$ cat src/rtl/fc_argmax.sv
// Argmax stage behind the FC layer: captures packed class scores, scans them serially,
// and presents the winning class on a valid/ready handshake. Define FC_ARGMAX_SIGNED_EN for signed scores.
module fc_argmax #(
  parameter int NUM_CLASSES = 4,
  parameter int SCORE_W     = 8,
  parameter int IDX_W       = 2,
  parameter int DROP_W      = 8
) (
  input  logic                           clk,
  input  logic                           reset,
  input  logic [NUM_CLASSES*SCORE_W-1:0] in_scores,
  input  logic                           in_valid,
  output logic                           in_ready,
  output logic [IDX_W-1:0]               out_class,
  output logic [SCORE_W-1:0]             out_score,
  output logic                           out_valid,
  input  logic                           out_ready,
  output logic [DROP_W-1:0]              drop_count
);

  localparam logic [1:0] IDLE = 2'd0;
  localparam logic [1:0] SCAN = 2'd1;
  localparam logic [1:0] OUT  = 2'd2;

  localparam logic [IDX_W-1:0] LAST_IDX = IDX_W'(NUM_CLASSES - 1);

  logic [1:0]         state;
  logic [SCORE_W-1:0] scores [NUM_CLASSES];
  logic [IDX_W-1:0]   idx;
  logic [IDX_W-1:0]   best_idx;
  logic [SCORE_W-1:0] best;
  logic [SCORE_W-1:0] cur;
  logic               better;

  // Strict compare keeps the earliest index on ties.
  always_comb begin
    cur = scores[idx];
`ifdef FC_ARGMAX_SIGNED_EN
    better = $signed(cur) > $signed(best);
`else
    better = cur > best;
`endif
  end

  assign in_ready = (state == IDLE);

  always_ff @(posedge clk) begin
    if (reset) begin
      state      <= IDLE;
      idx        <= '0;
      best       <= '0;
      best_idx   <= '0;
      out_class  <= '0;
      out_score  <= '0;
      out_valid  <= 1'b0;
      drop_count <= '0;
      for (int unsigned k = 0; k < NUM_CLASSES; k++) begin
        scores[k] <= '0;
      end
    end else begin
      if (in_valid && (state != IDLE) && (drop_count != '1)) begin
        drop_count <= drop_count + DROP_W'(1);
      end

      case (state)
        IDLE: begin
          if (in_valid) begin
            for (int unsigned k = 0; k < NUM_CLASSES; k++) begin
              scores[k] <= in_scores[(NUM_CLASSES-1-k)*SCORE_W +: SCORE_W];
            end
            // Class 0 seeds the running best, so the scan pointer starts at class 1.
            best     <= in_scores[NUM_CLASSES*SCORE_W-1 -: SCORE_W];
            best_idx <= '0;
            idx      <= IDX_W'(1);
            state    <= SCAN;
          end
        end

        SCAN: begin
          if (better) begin
            best     <= cur;
            best_idx <= idx;
          end
          if (idx == LAST_IDX) begin
            out_class <= better ? idx : best_idx;
            out_score <= better ? cur : best;
            out_valid <= 1'b1;
            idx       <= '0;
            state     <= OUT;
          end else begin
            idx <= idx + IDX_W'(1);
          end
        end

        OUT: begin
          if (out_ready) begin
            out_valid <= 1'b0;
            state     <= IDLE;
          end
        end

        default: state <= IDLE;
      endcase
    end
  end

endmodule
$ cat config.mk
export PLATFORM = sky130hd
export DESIGN_NAME = fc_argmax
export DESIGN_NICKNAME = d
export VERILOG_FILES = /design/src/rtl/fc_argmax.sv
export SDC_FILE = /design/constraint.sdc
export NUM_CORES = 1
export LEC_CHECK = 0
export CORE_UTILIZATION = 30
export CTS_CLUSTER_DIAMETER = 120
export CTS_CLUSTER_SIZE = 12
export DETAILED_ROUTE_END_ITERATION = 10
export GPL_ROUTABILITY_DRIVEN = 0
export PLACE_DENSITY = 0.5
export SYNTH_ARGS = -nofsm -noshare
export SYNTH_HDL_FRONTEND = slang
export SYNTH_SLANG_ARGS = --single-unit
$ cat constraint.sdc
create_clock -name clk -period 3.2 [get_ports clk]
set_input_delay 0.48 -clock clk [delete_from_list [all_inputs] [get_ports clk]]
set_output_delay 0.48 -clock clk [all_outputs]
set_load 0.02 [all_outputs]
Word level (Yosys, flattened, before mapping)
Memories as Yosys holds them, arrays and structs flattened. A register that Yosys moved wholly into a read port is not among the register bits.
Cells that the tools add are included.

storage, ports and cells
  register bits = 33
  bits in latches = 0
  RAM bits = 32
  bits in read-only memories = 0
  output and inout bits = 20
  logic and storage cells = 60
  memories kept = 1

memory list
  name    words  width  rd ports  clocked after memory_dff  wr ports  RTL line  text
  scores  4      8      1         1                         4         28        logic [SCORE_W-1:0] scores [NUM_CLASSES];

cells by class
  add/sub/neg operators = 2
  $mul = 0
  div/mod/pow operators = 0
  $lt $le $gt $ge = 1
  equal/unequal tests = 7
  shifts and indexed selects = 0
  muxes and demuxes = 27
  bitwise operators = 4
  reductions and logical operators = 10

operator list
  operator                                             number
  2-to-1 mux 8 bit                                     6
  2-to-1 mux 2 bit                                     8
  case mux 8 bit (2 select lines)                      1
  adder 8 x 1 -> 8 bit, second input constant          1
  greater-than comparator 8 bit                        1
  2-to-1 mux 1 bit                                     8
  inequality test 8 bit, second input constant         1
  case mux 2 bit (2 select lines)                      2
  inequality test 2 bit, second input constant         3
  case mux 2 bit (3 select lines)                      1
  AND reduction 3 bit                                  2
  nonzero test 2 bit                                   3
  equality test 2 bit, second input constant           2
  OR 1 bit                                             4
  AND reduction 2 bit                                  2
  adder 2 x 1 -> 2 bit, second input constant          1
  equality test 2 x 1 -> 1 bit, second input constant  1
  logical AND 1 bit                                    2
  logical NOT 2 bit                                    1
  case mux 1 bit (2 select lines)                      1

Depth between registers and ports, before layout
Gate-level depths: netlist of run 1.

  depth after elaboration = 5
  mapped depth = 10
  mapped depth without buffers = 8

Worst setup path after synthesis of run 1
Ideal clock, no wire load.

  path type = reg2reg
  from = register (tool-made name)
  to = register best_idx[0]
  library setup time = 0.117 ns
  arrival = 2.274 ns
  required time = 3.083 ns
  path slack = 0.809 ns
  stages on the path, launching flop included = 9
  path buffers = 1
  clock period less this slack = 2.391 ns
  path through = dfxtp_1 > buf_4 > mux4_2 > ha_1 > nor2b_1 > o211ai_1 > a211o_1 > a41o_1 > a32o_1

RTL lines
  element               RTL line  text
  end signal, assigned  82        best_idx <= idx;
  end, declared         30        logic [IDX_W-1:0] best_idx;

==> impl_results.md, run 1 <==
- Power Density: 523 nW/um^2
- IO Port Bufs: 55
- Worst hold path startpoint: best_idx[0]$_SDFFE_PP0P_
- Largest net degree at the start of global routing: 33
- Fillers: 1034
- Area leader, netlist: edfxtp_1
- Hold Path Class: reg2reg
- Top post-synthesis cells by count: dfxtp_1 (35), o21ai_0 (35), edfxtp_1 (32), and2_1 (27), a21oi_1 (16)
- Post-CTS Setup Repair Bufs: 0
- Synthesized net count: 353
- Core area: 10400 um^2
- Worst setup EP type: flop
- Top cells by area, synth: edfxtp_1 (29%), dfxtp_1 (21%), mux4_2 (5.5%)
- Tmin final: 2.66 ns
- Antenna violations before repair: 0
- Initial drt markers: 119
- Fraction of registers with async set/reset: 0
- Worst vdd ir: 210 uV
- Total die area: 11300 um^2
- Total grt overflow: 0
- Setup TNS Final: 0 ns
- Number of synthesized flops with an enable pin: 32
- Crit start category: flop
- Area delta synth->final: 27.5%
- Headroom to the max-slew limit: 0.593
- Fmax: 375 MHz
- Multi-input gate area: 1450 um^2
- DP Cell Count: 489
- Leak: 1.53 nW
- Ys flop type: dfxtp_1
- Setup ws final: 0.536 ns
- # Max-Cap Violations: 0
- Sequential fraction of the synthesis area: 0.510
- DR vias/cell: 4.94
- Mapped cell area: 3260 um^2
- DIE WIDTH: 106 um
- Fin. Hold Viols: 0
- Post-synth top area share: 0.295
- Clock Skews: 0.0111 ns
- DRC errors left: 0
- Clock buffer count from CTS: 9
- Clock Latency Late Sink: 0.35 ns
- Slew of the pin with the lowest slew margin: 0.611 ns
- CTS Sinks: 67
- Status: finished, final reports clean
- GRT Util Overall: 0.138
- # rows: 37
- Final setup fails: 0
- Hold buffer count at cts: 0
- Count of state elements after synthesis: 67
- Nets: 410
- Max-slew violation count: 0
- H-tree levels: 3
- Die H: 106 um
- Layout cells sized above 1: 0.117
- CTS tree: yes
- Syn Area/Cell: 10.6 um^2
- Routed length per instance: 14.6 um
- Critical Path RT: 3.45 ns
- Via count: 2495
- CTS clk-pin slew, worst paths: 0.07 ns
- Reg area: 1660 um^2
- Synth cell types: 42
- YS warnings: 0
- CTS Root Cell: clkbuf_8
- Crit Path Max Fanout: 10
- HPWL after DPL: 5.44 mm
- Final ANT Viol Nets: 0
- Drt total wl: 7.35 mm
- I/O Pins: 56
- RSZ-0062 raised after global routing: no
- Number of global-route vias before repair: 2331
- Pre-CTS setup slack: 0.531 ns
- Post-CTS Resized: 0
- Worst Path Arrival: 2.91 ns
- # diodes: 0
- Tcrit/Tclk final: 0.832
- Clk buf depth: 2
- Mapped Cells: 307
- Final non-filler cell total: 505
- First drt pass iteration count: 4
- Critical Setup Path Class: reg2reg
- Power, Total: 2.17 mW
- First-pass GRT wire length: 11.9 mm
- Starting density of the core: 0.313
## layout by cell type (no fill, tap or decap), types with 3 or more instances in the layout
| cell type | n |
|---|---|
| nor2_1 | 13 |
| nor2b_1 | 3 |
| o21ai_0 | 35 |
| o211a_1 | 7 |
| clkdlybuf4s50_1 | 55 |
| edfxtp_1 | 32 |
| and3_1 | 7 |
| nand3_1 | 13 |
| nor3_1 | 5 |
| xnor2_1 | 5 |
| a31oi_1 | 10 |
| o311ai_1 | 6 |
| buf_4 | 11 |
| o21ai_1 | 5 |
| inv_1 | 11 |
| clkinvlp_4 | 4 |
| o211ai_1 | 5 |
| clkbuf_8 | 9 |
| nor2_2 | 3 |
| a21oi_1 | 16 |
| mux4_2 | 8 |
| dfxtp_1 | 35 |
| and2_1 | 27 |
| ha_1 | 10 |
| nand2_1 | 12 |
## where the power goes
part / leakage [nW] / internal, mW / switching [mW]
clock: 0.0881 / 0.363 / 0.351
combinational: 0.812 / 0.197 / 0.265
sequential: 0.631 / 0.961 / 0.0361
total: 1.53 / 1.52 / 0.652
## per-layer routing
metal / global-route usage / part of all wire / up-vias
li1: - / - / 1255
met1: 0.194 / 0.51 / 1164
met2: 0.203 / 0.43 / 67
met3: 0.0282 / 0.048 / 9
met4: 0.0625 / 0.016 / 0
met5: 0 / 0 / -
## flip-flops by register name (all words and copies together) (netlist names), named ones only
signal / count
scores: 32
best: 8
drop_count: 8
out_score: 8
best_idx: 2
idx: 2
out_class: 2
state: 2
out_valid: 1
## worst max-delay path, cell delays in order (launching register included)
cell and delay (ns):
dfxtp_1 0.31, buf_4 0.19, mux4_2 0.57, ha_1 0.33, nand4_2 0.17, nor2_2 0.22
a211o_1 0.26, nand2_2 0.20, o311ai_1 0.31
## cells by family (layout without fill, tap and decap cells)
family / count (synthesis) / count (layout) / synth area share
xor+xnor: 6 / 6 / 0.0161
fa+ha+maj: 10 / 10 / 0.0384
buf+inv: 31 / 93 / 0.0461
mux: 8 / 8 / 0.0553
flops: 67 / 67 / 0.510
simple gates: 92 / 92 / 0.153
compound gates: 93 / 93 / 0.181
## stage by stage
step                utilization  hold WS, ns  instance area, um^2
detailed placement        0.380        0.462                 3950
finish                    0.399        0.482                 4160
floorplan                     -        0.442                 3260
global route              0.399        0.510                 4160
CTS                       0.399        0.479                 4160
global placement          0.380        0.453                 3950
## path summary, 6_finish.rpt
check	end	cells after the start	slack, ns
worst max register to register	best[1]$_SDFFE_PP0P_	8	0.54
worst max-delay path	best[1]$_SDFFE_PP0P_	8	0.54
worst min-delay path	best_idx[0]$_SDFFE_PP0P_	1	0.48
worst min register to register	best_idx[0]$_SDFFE_PP0P_	1	0.48
## area by class of cell
class	count	area share
Multi-Input combinational cell	209	0.348
Inverter	11	0.00994
Sequential cell	67	0.400
Clock buffer	9	0.0298
Clock inverter	7	0.0187
Tap cell	136	0.0410
Timing Repair Buffer	66	0.152
(Power assumes the default switching activity.)
==> run 2, diff against run 1 <==
- clock period: 3.2 -> 2.52 ns (I/O delays scaled with it)
==> run 2 against run 1 <==
Power grew 40%. Final cell count rose by 2.4%. Maximum frequency increased by 6.7%. Register-to-register slack got worse by 0.51 ns. Core utilization grew 3.0 points. Critical path type unchanged.
==> impl_results.md, run 2 (synthesized netlist as in run 1, its figures left out) <==
- Tmin final: 2.50 ns (-0.167 ns)
- First-pass GRT wire length: 12.5 mm (+5.3%)
- Clock buffer count from CTS: 9 (unchanged)
- Combinational share of power: 0.260 (+0.048)
- WL met3: 430 um (+21%)
- Final non-filler cell total: 517 (+2.4%)
- Hold Path Class: reg2reg
- DP Cell Count: 494 (+1.0%)
- Finished Cell Area: 4460 um^2 (+7.4%)
- Reg-to-reg setup timing slack: 0.02 ns (-0.51 ns)
- RSZ-0062 raised after global routing: yes
- Routed length per instance: 14.8 um (+1.4%)
- Layout cells sized above 1: 0.178 (+0.0619)
- Setup ws final: 0.0235 ns (-0.513 ns)
- Number of flip-flops in the largest register: 32 (unchanged)
- DRC errors left: 0 (unchanged)
- Clock Latency Late Sink: 0.34 ns (about the same)
- # diodes: 0 (unchanged)
- Pre-CTS setup slack: -0.102 ns (-0.634 ns)
- Most frequent cells in the layout: clkdlybuf4s50_1 (55), dfxtp_1 (34), o21ai_0 (32), edfxtp_1 (32), and2_1 (27)
- Reg-to-Reg End: best_idx[0]$_SDFFE_PP0P_
- Tcrit/Tclk final: 0.991 (+0.158)
- I/O Pins: 56 (unchanged)
- Fmax: 401 MHz (+6.7%)
- Total grt overflow: 0 (unchanged)
- Initial drt markers: 124 (+4.2%)
- CTS tree: yes
- DIE WIDTH: 106 um (unchanged)
- Power, Total: 3.03 mW (+40%)
- H-tree levels: 3 (unchanged)
- Critical Setup Path Class: reg2reg
- Clock Power Share: 0.321 (-0.008)
- Final setup fails: 0 (unchanged)
- Max layer used: met4
- Number of global-route vias before repair: 2496 (+7.1%)
- First drt pass iteration count: 4 (unchanged)
- Slew of the pin with the lowest slew margin: 0.574 ns (-0.0366 ns)
- Crit start category: flop
- Metal-1 WL: 3.71 mm (-0.85%)
- DR vias/cell: 4.96 (+0.30%)
- # rows: 37 (unchanged)
- Worst Hold Endpoint: out_valid$_SDFFE_PP0P_
- Routed length on met2: 3.38 mm (+7.9%)
- Worst vdd ir: 267 uV (+27%)
- Worst setup EP type: flop
- Clk buf depth: 2 (unchanged)
- CTS Sinks: 67 (unchanged)
- Total die area: 11300 um^2 (unchanged)
- Headroom to the max-slew limit: 0.617 (+0.0244)
- CTS Root Cell: clkbuf_8
- Cell-internal power: 2.15 mW (+41%)
- Min-Delay Path Depth: 2 (+1)
- Fin. Hold Viols: 0 (unchanged)
- Post-DP Area: 4020 um^2 (+1.6%)
- Worst Path Arrival: 2.73 ns (-0.18 ns)
- Switching power: 0.887 mW (+36%)
- Core area: 10400 um^2 (unchanged)
- Final hold slack: 0.475 ns (-0.00692 ns)
- Sw Ratio: 0.292 (-0.00760)
- Status: finished, final reports clean
- Most common cell after layout, fill and taps aside: clkdlybuf4s50_1
- Largest net degree at the start of global routing: 33 (unchanged)
- Power Density: 680 nW/um^2 (+30%)
- Clock Skews: 0.0133 ns (+0.00224 ns)
- Largest reg by FF count: scores
- Worst hold path startpoint: out_valid$_SDFFE_PP0P_
- Max-slew violation count: 0 (unchanged)
- CTS clk-pin slew, worst paths: 0.08 ns (about the same)
- IO Port Bufs: 55 (unchanged)
- Area delta synth->final: 36.9%
- Starting density of the core: 0.313 (unchanged)
- R2R depth: 8 (unchanged)
- Nets: 422 (+2.9%)
- HPWL after DPL: 5.37 mm (-1.5%)
- Sequential power share: 0.418 (-0.041)
- Drt total wl: 7.63 mm (+3.8%)
- Leak: 1.64 nW (+7.3%)
- # Max-Cap Violations: 0 (unchanged)
- Critical Path RT: 2.75 ns (-0.70 ns)
- GRT Util Overall: 0.144 (+0.00630)
- Final Util: 0.428 (+0.0295)
- Setup TNS Final: 0 ns (unchanged)
- Via count: 2562 (+2.7%)
- Die H: 106 um (unchanged)
- Antenna violations before repair: 1 (+1)
- Crit Path Max Fanout: 4 (-6)
- Final ANT Viol Nets: 0 (unchanged)
run 2: cell count changes in the layout (fill, tap and decap cells not counted), sizes merged:
| cell | change |
|---|---|
| buf | +12 |
| bufinv | +1 |
| inv | -1 |
| clkinv | +2 |
| clkinvlp | -2 |
run 2: timing repair:
item                                    4_1_cts  5_1_grt
hold endpoints to repair                      0        0
gates cloned                                  0        0
buffers inserted                              7        0
endpoints found under the setup margin       19       20
hold buffers                                  0        0
pin swaps                                     3        3
resized for setup                             9       16
run 2: cell type report:
type                    count  area (um^2)
repair buffers             78          772
inverters                  11         41.3
fillers                  1006         5950
well taps                 136          170
clock buffers               9          124
multi-input cells         209         1600
flip-flops and latches     67         1660
clock inverters             7         92.6
run 2: how the worst max path moves through the flow:
stage | endpoint | slack (ns) | cells past startpoint
after floorplan | best_idx[0]$_SDFFE_PP0P_ | 0.13 | 8
after global placement | out_class[0]$_SDFFE_PP0P_ | -0.02 | 8
final | best_idx[0]$_SDFFE_PP0P_ | 0.02 | 8
after global routing | best[1]$_SDFFE_PP0P_ | -0.05 | 9
after CTS | best_idx[0]$_SDFFE_PP0P_ | 0.003 | 8
after detailed placement | out_score[5]$_SDFFE_PP0P_ | -0.10 | 8
run 2: worst max-delay path, cell delays in order, from the launching register on:
cell and delay (ns):
dfxtp_2 0.35, buf_6 0.10, mux4_2 0.54, ha_4 0.29, nor2b_1 0.12, o211ai_1 0.16
a211o_4 0.40, a41o_1 0.24, a32o_1 0.20
run 2: power groups by stage:
stage | clock network, mW | logic (mW) | registers [mW]
2_1_floorplan | 0 | 0.394 | 1.27
3_3_place_gp | 0 | 0.603 | 1.29
3_5_place_dp | 0 | 0.604 | 1.29
4_1_cts | 1.01 | 0.716 | 1.27
5_1_grt | 1.05 | 0.855 | 1.28
6_report | 0.975 | 0.790 | 1.27
run 2: per-layer routing:
layer | up-vias | global-route usage
li1 | 1285 | -
met1 | 1195 | 0.204
met2 | 73 | 0.205
met3 | 9 | 0.0399
met4 | 0 | 0.0605
met5 | - | 0
